==> src/rtl/btn_conditioner_pkg.sv <==
// btn_conditioner_pkg: shared FSM state encoding and default timing constants
package btn_conditioner_pkg;
  typedef enum logic [1:0] {IDLE, PRESS_WAIT, HELD, RELEASE_WAIT} state_t;
  localparam int DEBOUNCE_CYCLES_DEF = 20;
  localparam int LONG_CYCLES_DEF = 2000;
endpackage

==> src/rtl/btn_chan.sv <==
// btn_chan: one button channel - two-flop synchroniser, debounce FSM, hold counter
module btn_chan
  import btn_conditioner_pkg::*;
#(
  parameter int DEBOUNCE_CYCLES = DEBOUNCE_CYCLES_DEF,
  parameter int LONG_CYCLES = LONG_CYCLES_DEF
) (
  input  logic clk,
  input  logic rst_n,
  input  logic raw,
  output logic level,
  output logic press,
  output logic rls,
  output logic lng
);
  localparam int DW = $clog2(DEBOUNCE_CYCLES + 1);
  localparam int HW = $clog2(LONG_CYCLES + 1);
  logic [1:0] sync;
  logic [DW-1:0] dcnt;
  logic [HW-1:0] hcnt;
  state_t state;
  logic s;
  assign s = sync[1];
  always_ff @(posedge clk or negedge rst_n) begin
    if (!rst_n) begin
      sync <= '0;
      state <= IDLE;
      dcnt <= '0;
      hcnt <= '0;
      level <= 1'b0;
      press <= 1'b0;
      rls <= 1'b0;
      lng <= 1'b0;
    end else begin
      sync <= {sync[0], raw};
      press <= 1'b0;
      rls <= 1'b0;
      lng <= 1'b0;
      // hold time keeps accruing through release bounces; a release accepted later suppresses lng
      if ((state == HELD || state == RELEASE_WAIT) && hcnt != HW'(LONG_CYCLES)) begin
        hcnt <= hcnt + 1'b1;
        lng <= (hcnt == HW'(LONG_CYCLES - 1));
      end
      case (state)
        IDLE:
          if (s) begin
            if (DEBOUNCE_CYCLES == 1) begin
              state <= HELD;
              level <= 1'b1;
              press <= 1'b1;
              hcnt <= '0;
            end else begin
              state <= PRESS_WAIT;
              dcnt <= DW'(1);
            end
          end
        PRESS_WAIT:
          if (!s) begin
            state <= IDLE;
            dcnt <= '0;
          end else if (dcnt == DW'(DEBOUNCE_CYCLES - 1)) begin
            state <= HELD;
            dcnt <= '0;
            level <= 1'b1;
            press <= 1'b1;
            hcnt <= '0;
          end else dcnt <= dcnt + 1'b1;
        HELD:
          if (!s) begin
            if (DEBOUNCE_CYCLES == 1) begin
              state <= IDLE;
              level <= 1'b0;
              rls <= 1'b1;
              lng <= 1'b0;
            end else begin
              state <= RELEASE_WAIT;
              dcnt <= DW'(1);
            end
          end
        RELEASE_WAIT:
          if (s) begin
            state <= HELD;
            dcnt <= '0;
          end else if (dcnt == DW'(DEBOUNCE_CYCLES - 1)) begin
            state <= IDLE;
            dcnt <= '0;
            level <= 1'b0;
            rls <= 1'b1;
            lng <= 1'b0;
          end else dcnt <= dcnt + 1'b1;
      endcase
    end
  end
endmodule

==> src/rtl/btn_conditioner.sv <==
// btn_conditioner: N_BTN independent debounced button channels with press/release/long pulses
module btn_conditioner
  import btn_conditioner_pkg::*;
#(
  parameter int N_BTN = 5,
  parameter int DEBOUNCE_CYCLES = DEBOUNCE_CYCLES_DEF,
  parameter int LONG_CYCLES = LONG_CYCLES_DEF
) (
  input  logic             clk,
  input  logic             rst_n,
  input  logic [N_BTN-1:0] btn_raw,
  output logic [N_BTN-1:0] btn_level,
  output logic [N_BTN-1:0] btn_press,
  output logic [N_BTN-1:0] btn_release,
  output logic [N_BTN-1:0] btn_long
);
  for (genvar i = 0; i < N_BTN; i++) begin : g_chan
    btn_chan #(
      .DEBOUNCE_CYCLES(DEBOUNCE_CYCLES),
      .LONG_CYCLES(LONG_CYCLES)
    ) u_chan (
      .clk(clk),
      .rst_n(rst_n),
      .raw(btn_raw[i]),
      .level(btn_level[i]),
      .press(btn_press[i]),
      .rls(btn_release[i]),
      .lng(btn_long[i])
    );
  end
endmodule

==> config.mk <==
export PLATFORM = sky130hd
export DESIGN_NAME = btn_conditioner
export DESIGN_NICKNAME = d
export VERILOG_FILES = /design/src/rtl/btn_conditioner_pkg.sv /design/src/rtl/btn_chan.sv /design/src/rtl/btn_conditioner.sv
export SDC_FILE = /design/constraint.sdc
export NUM_CORES = 1
export LEC_CHECK = 0
export BUFFER_PORTS_ARGS = -buffer_cell sky130_fd_sc_hd__buf_2
export CAP_MARGIN = 20
export CORE_MARGIN = 4
export CORE_UTILIZATION = 55
export CTS_CLUSTER_SIZE = 14
export DETAILED_ROUTE_END_ITERATION = 12
export GPL_ROUTABILITY_DRIVEN = 1
export PLACE_DENSITY_LB_ADDON = 0.05
export SLEW_MARGIN = 20
export SYNTH_ARGS = -nofsm -noshare
export SYNTH_HDL_FRONTEND = slang
export SYNTH_SLANG_ARGS = --single-unit
==> constraint.sdc <==
create_clock -name clk -period 1.7 [get_ports clk]
set_input_delay 0.255 -clock clk [delete_from_list [all_inputs] [get_ports clk]]
set_output_delay 0.255 -clock clk [all_outputs]
set_load 0.1 [all_outputs]
==> results of run 1 <==
==> layer usage <==
metal	global-route usage [%]	up-vias	wire length, µm
met5	0	-	0
met4	6.813	0	107
met3	6.087	8	368
met2	29.79	55	5273
met1	23.04	2123	5085
li1	-	2130	-
==> worst paths after layout <==
kind | endpoint | cells after the start | startpoint
min in group clk | g_chan[4].u_chan.sync[1] | 0 | g_chan[4].u_chan.sync[0]
worst min register to register | g_chan[4].u_chan.sync[1] | 0 | g_chan[4].u_chan.sync[0]
worst max register to register | g_chan[4].u_chan.hcnt[1] | 4 | g_chan[4].u_chan.hcnt[7]
worst max-delay path | g_chan[4].u_chan.hcnt[1] | 4 | g_chan[4].u_chan.hcnt[7]
max in group asynchronous | g_chan[3].u_chan.hcnt[9] | 3 | rst_n
worst min-delay path | g_chan[4].u_chan.dcnt[1] | 2 | rst_n
==> synth_stat cells, drive strengths merged (2+ instances only) <==
master     n
or3b       4
nand3     26
nand4     15
nand2b     7
nor2b      7
nor4       6
o21ai     34
nor3b      5
xnor2     42
o211ai     2
nor4bb     5
o2bb2ai    2
a21oi     18
nand3b    10
nor3      19
nand4bb    2
a21o       5
xor2      10
dfrtp    120
or3        7
and4bb     4
a22o       9
mux2i      3
a22oi      3
o32ai      3
a31oi      8
o21a       5
buf       24
nand2     59
ha        15
inv       24
o22ai     14
nor2      45
clkbuf    17
and3       3
==> state kept, by name (all words and copies together), names as in the netlist, named ones only <==
name,cells
g_chan.u_chan.level,5
g_chan.u_chan.press,5
g_chan.u_chan.sync,10
g_chan.u_chan.dcnt,25
g_chan.u_chan.hcnt,55
g_chan.u_chan.lng,5
g_chan.u_chan.state,5
g_chan.u_chan.rls,5
==> cells by family after synthesis <==
group | count (synthesis)
DFF | 120
buffers and inverters | 65
AOI/OAI and AO/OA | 105
adders and majority gates | 15
and+or+nand+nor | 229
muxes | 3
xor gates and xnor gates | 52
==> power by group through the flow <==
| stage | Sequential [µW] | Clock (µW) | Combinational, µW |
|---|---|---|---|
| after global placement | 3030 | 0 | 263 |
| after global routing | 2990 | 3700 | 346 |
| after CTS | 2980 | 3570 | 286 |
| after floorplan | 3010 | 0 | 149 |
| final | 2990 | 3490 | 299 |
| after detailed placement | 3030 | 0 | 274 |
==> what timing repair did <==
| item | CTS | global route |
|---|---|---|
| pin swaps | 1 | 2 |
| hold buffers | 6 | 0 |
| setup endpoints to repair | 19 | 45 |
| gates resized for setup | 3 | 17 |
| setup buffers | 0 | 2 |
| gates cloned | 0 | 1 |
| endpoints found under the hold margin | 125 | 0 |
==> layout make-up <==
type                       count  area, µm²  share of cell area [%]
clock inverter                 9      95.09                   1.362
clock buffer                  23      486.7                   6.969
multi-input combinational    405       2674                   38.28
timing repair buffer          65      465.4                   6.664
sequential                   120       3003                   43.00
inverter                      24      90.09                   1.290
tap                          136      170.2                   2.436
==> stage by stage <==
step | hold slack, ns | cell area [µm²]
global route | 0.1408 | 6984
floorplan | -0.04059 | 5891
finish | 0.1410 | 6984
global placement | 0.1386 | 6217
CTS | 0.1285 | 6872
detailed placement | 0.1394 | 6217
==> summary.md, run 1 <==
| Metric | Value |
|---|---|
| PortBufs | `26` |
| IO Pins | `27` |
| Inst Count DP | `741` |
| Final nets | `about 660` |
| Detail Route Antenna Nets | `0` |
| Iteration-0 DRC Markers | `about 330` |
| Initial Utilization | `between 50% and 60%` |
| Sequential area share after synthesis | `50.98%` |
| Clk slew on worst S/H paths | `around 0.060 ns` |
| Largest net degree at the start of global routing | `44` |
| YS warnings | `0` |
| Clock power frac | `about half` |
| First-pass GRT wire length | `18910 µm` |
| Xor-xnor portion of the synthesized cell area | `under 10%` |
| Critical path type | `flip-flop to flip-flop` |
| Synth cell types | `48` |
| CTS max path bufs | `2` |
| Maximum VDD drop | `0.001018 V` |
| Simple-gate area share of the yosys netlist | `about a fifth` |
| Synth top area share | `approximately half` |
| Total power | `6771 µW` |
| Commonest non-fill, non-tap cell in the layout | `dfrtp_1` |
| Vias in the first global route | `~4300` |
| Crit Path Max Fanout | `4` |
| Worst-margin pin slew | `between 0.4 and 0.5 ns` |
| Compound-Gate Fraction of Synth Area | `between 10% and 20%` |
| Critical path arrival | `between 2 and 2.5 ns` |
| Antenna violations before repair | `0` |
| Slowest CP cell | `dfrtp_1` |
| Final Worst Setup Slack | `about 0.059 ns` |
| Pins Over Slew Limit | `0` |
| F_max | `approximately 600 MHz` |
| Fin Setup TNS | `0 ns` |
| Die H | `111.5 µm` |
| Via count | `approximately 4300` |
| Non-Filler Instances | `approximately 780` |
| Post-Synthesis Net Count | `611` |
| Mux cell area share after synthesis | `less than 1%` |
| Crit share post-route | `a little over nine tenths` |
| Switch share | `a little over a fifth` |
| Number of synthesized flops with an enable pin | `0` |
| Most area-hungry cell type in the Yosys netlist | `dfrtp_1` |
| Remaining global-route overflow | `0` |
| Pre-CTS setup slack | `-0.03935 ns` |
| Int Power | `5318 µW` |
| DRC errors left | `0` |
| RePlAce Congestion | `0.8146` |
| Post-DP HPWL | `7172 µm` |
| Root buffer cell | `clkbuf_8` |
| Worst skew pair latency | `approximately 0.53 ns` |
| FP Rows | `37` |
| Post-layout util | `roughly two thirds` |
| Max-Cap Viols | `0` |
| Clk_skew | `0.009926 ns` |
| P_leak | `about 0.0030 µW` |
| Slowest stage delay, CP | `0.41 ns` |
| Flop2flop setup slack | `roughly 0.06 ns` |
| Critical Path, Cell by Cell | `nand3_2, or3_4, or3_1, a32o_2` |
| CTS tree | `built` |
| Syn Area/Cell | `roughly 10 µm²` |
| Fillers | `roughly 820` |
| CTS Buf Count | `17` |
| Gr usage total | `18.37%` |
| Pwr Density | `about 970 nW/µm²` |
| Worst hold-check path type | `input port to async pin` |
| Post-Syn Instances | `589` |
| H-tree Lvls | `4` |
| Req. time, crit path | `between 2 and 2.5 ns` |
| Syn-to-layout area delta | `18.56%` |
| Flops & latches, synth | `120` |
| Async set-reset flop share out of synthesis | `100.0%` |
| Synth Cell Area | `between 5000 and 6000 µm²` |
| Die Wd | `111.5 µm` |
| Antenna diode count | `0` |
| Total Die Area | `12430 µm²` |
| Logic pwr share | `4.4%` |
| Via density per instance | `between 5 and 6` |
| Final hold viol count | `0` |
| Rel. slew slack | `66.82%` |
| Routed WL per cell | `~14 µm` |
| Drt pass-1 iters | `5` |
| Crit path time final | `1.641 ns` |
| Layout cell share with drive strength beyond 1 | `a little under a fifth` |
| Core area | `between 10000 and 15000 µm²` |
| Seq pwr share | `approximately 44%` |
| Routed WL | `10830 µm` |
| Ys flop type | `dfrtp_1` |
| Commonest cells after routing, fill and taps aside | `120 x dfrtp_1, 59 x nand2_1, 44 x nor2_1` |
| Adder-Cell Fraction of Synth Area | `under 10%` |
| Bufs and invs on worst path | `0` |
| Crit path max-delay family | `simple AND/OR/NAND/NOR gates` |
| Startpoint Class | `flip-flop` |
| P_sw | `approximately 1500 µW` |
| Largest family of logic cells by synthesized area | `simple AND/OR/NAND/NOR gates` |
| Setup violators final | `0` |
| Num Clock Sinks | `120` |
| CP endpoint kind | `flip-flop` |
| Area contributors post-synth | `dfrtp_1 51%, xnor2_1 6.2%, nand2_1 3.8%` |
| Status | `finished, final reports clean` |
No activity file was read; power rests on OpenSTA's default activity.
==> inputs of run 2 (changes only) <==
- CORE_UTILIZATION: 55 -> 66
- clock period: 1.7 -> 2.1 ns (I/O delays scaled with it)
==> run 2 against run 1 <==
Power down 22%. Combinational power decreased by 35%. Die area fell by 16%. Critical endpoint is now g_chan[3].u_chan.hcnt[2]. Maximum frequency shrank 13%. Cell area is 5.1% lower. Highest routed layer unchanged. Worst setup slack better by 0.16 ns. Non-clock buffer count fell by 24.
==> summary.md, run 2 (synthesis results as in run 1) <==
| Metric | Value |
|---|---|
| Final hold viol count | `0` |
| Req. time, crit path | `approximately 2.5 ns` |
| PortBufs | `26` |
| Core area | `slightly below 9000 µm²` |
| Syn-to-layout area delta | `12.57%` |
| Startpoint Class | `flip-flop` |
| Remaining global-route overflow | `0` |
| P_leak | `about 0.0029 µW` |
| DRC errors left | `0` |
| Die Wd | `102.5 µm` |
| Max FFs per register | `55` |
| Largest registers | `g_chan.u_chan.hcnt: 55 flops, g_chan.u_chan.dcnt: 25 flops, g_chan.u_chan.sync: 10 flops` |
| Initial Utilization | `67.55%` |
| Flop2flop setup slack | `around 0.22 ns` |
| Multi-input logic area | `between 2000 and 3000 µm²` |
| Antenna diode count | `0` |
| Iteration-0 DRC Markers | `about 220` |
| P_sw | `1161 µW` |
| Routed WL | `about 11000 µm` |
| Vias in the first global route | `between 4000 and 5000` |
| Antenna violations before repair | `0` |
| Layout cell share with drive strength beyond 1 | `13.06%` |
| H-tree Lvls | `4` |
| Setup violators final | `0` |
| Design Area, Final | `6631 µm²` |
| Non-Filler Instances | `around 730` |
| Max-Cap Viols | `0` |
| Maximum VDD drop | `0.0004788 V` |
| CTS Buf Count | `17` |
| RePlAce Congestion | `around 0.86` |
| Switch share | `between 20 and 25%` |
| Die H | `about 100 µm` |
| Crit Path Max Fanout | `5` |
| Clk_skew | `about 0.0085 ns` |
| Final nets | `between 600 and 700` |
| Logic pwr share | `roughly 3.7%` |
| Crit path time final | `between 1.5 and 2 ns` |
| First-pass GRT wire length | `approximately 19000 µm` |
| CP endpoint kind | `flip-flop` |
| Worst hold-check path type | `input port to async pin` |
| Rel. slew slack | `60.41%` |
| RSZ-0062 raised after global routing | `false` |
| Routed WL per cell | `between 10 and 15 µm` |
| Int Power | `about 4100 µW` |
| Largest net degree at the start of global routing | `between 40 and 50` |
| Fin Setup TNS | `0 ns` |
| Via density per instance | `just under 6` |
| Seq pwr share | `about 46%` |
| Commonest cells after routing, fill and taps aside | `120 x dfrtp_1, 59 x nand2_1, 43 x nor2_1` |
| Gr usage total | `approximately 22%` |
| Clock power frac | `50.3%` |
| Crit share post-route | `89.71%` |
| Drt pass-1 iters | `4` |
| Pins Over Slew Limit | `0` |
| FF/Latch Area | `3003 µm²` |
| Commonest non-fill, non-tap cell in the layout | `dfrtp_1` |
| Fillers | `573` |
| CTS max path bufs | `2` |
| Inst Count DP | `approximately 690` |
| IO Pins | `27` |
| FP Rows | `34` |
| Post-DP HPWL | `6785 µm` |
| Pwr Density | `slightly below 800 nW/µm²` |
| Status | `finished, final reports clean` |
| Detail Route Antenna Nets | `0` |
| Critical path arrival | `roughly 2.3 ns` |
| Placed Area | `between 6000 and 7000 µm²` |
| CTS tree | `built` |
| Total Die Area | `10500 µm²` |
| Via count | `about 4200` |
| Worst skew pair latency | `0.51 ns` |
| Root buffer cell | `clkbuf_8` |
| Num Clock Sinks | `120` |
| Clk slew on worst S/H paths | `approximately 0.060 ns` |
| Critical path type | `flip-flop to flip-flop` |
| Worst-margin pin slew | `0.5896 ns` |
| Largest reg by FF count | `g_chan.u_chan.hcnt` |
| F_max | `about 530 MHz` |
run 2: final cells by class:
cell class	count	share of cell area (%)
flip-flops and latches	120	45.28
multi-input cells	404	38.70
clock buffers	24	7.698
repair buffers	41	4.302
well taps	108	2.038
inverters	24	1.358
clock inverters	7	0.6226
run 2: path summary, 6_finish.rpt:
| kind | cells past startpoint | start | to |
|---|---|---|---|
| setup reg to reg | 5 | g_chan[3].u_chan.dcnt[0] | g_chan[3].u_chan.hcnt[2] |
| max in group asynchronous | 3 | rst_n | g_chan[1].u_chan.hcnt[6] |
| setup / recovery | 5 | g_chan[3].u_chan.dcnt[0] | g_chan[3].u_chan.hcnt[2] |
| hold / removal | 2 | rst_n | g_chan[4].u_chan.hcnt[0] |
| hold reg to reg | 0 | g_chan[1].u_chan.sync[0] | g_chan[1].u_chan.sync[1] |
| min in group clk | 0 | g_chan[1].u_chan.sync[0] | g_chan[1].u_chan.sync[1] |
run 2: per-stage QoR:
stage	total power [µW]	util, %	worst slack (ns)	hold WS, ns
after floorplan	2555	-	0.4520	0.01941
after global placement	2635	69.00	0.2432	0.3285
after detailed placement	2645	69.00	0.2199	0.3265
after CTS	5307	76.01	0.1758	0.3223
after global routing	5470	76.04	0.02390	0.3513
final	5259	76.04	0.2160	0.3140
run 2: power groups by stage:
stage | registers (µW) | logic (µW) | clock network [µW]
global placement | 2460 | 177 | 0
floorplan | 2430 | 120 | 0
detailed placement | 2460 | 184 | 0
finish | 2420 | 193 | 2640
global route | 2430 | 226 | 2810
CTS | 2420 | 197 | 2690
run 2: layer usage:
layer / GRT usage (%) / routed length, µm
met3: 6.553 / 318
met2: 35.85 / 5094
met5: 0 / 0
met4: 8.880 / 207
met1: 28.53 / 4932
run 2: worst max-delay path, cell delays in order, from the launching register on:
cell      delay (ns)
dfrtp_1         0.38
ha_1            0.23
nor4bb_1        0.51
a31oi_1         0.31
o21ai_0         0.21
o21ai_0         0.10
run 2: what timing repair did:
item	in CTS	in global routing
endpoints found under the hold margin	42	0
buffers inserted	0	0
resized for setup	0	1
hold buffers	6	0
setup endpoints to repair	0	3
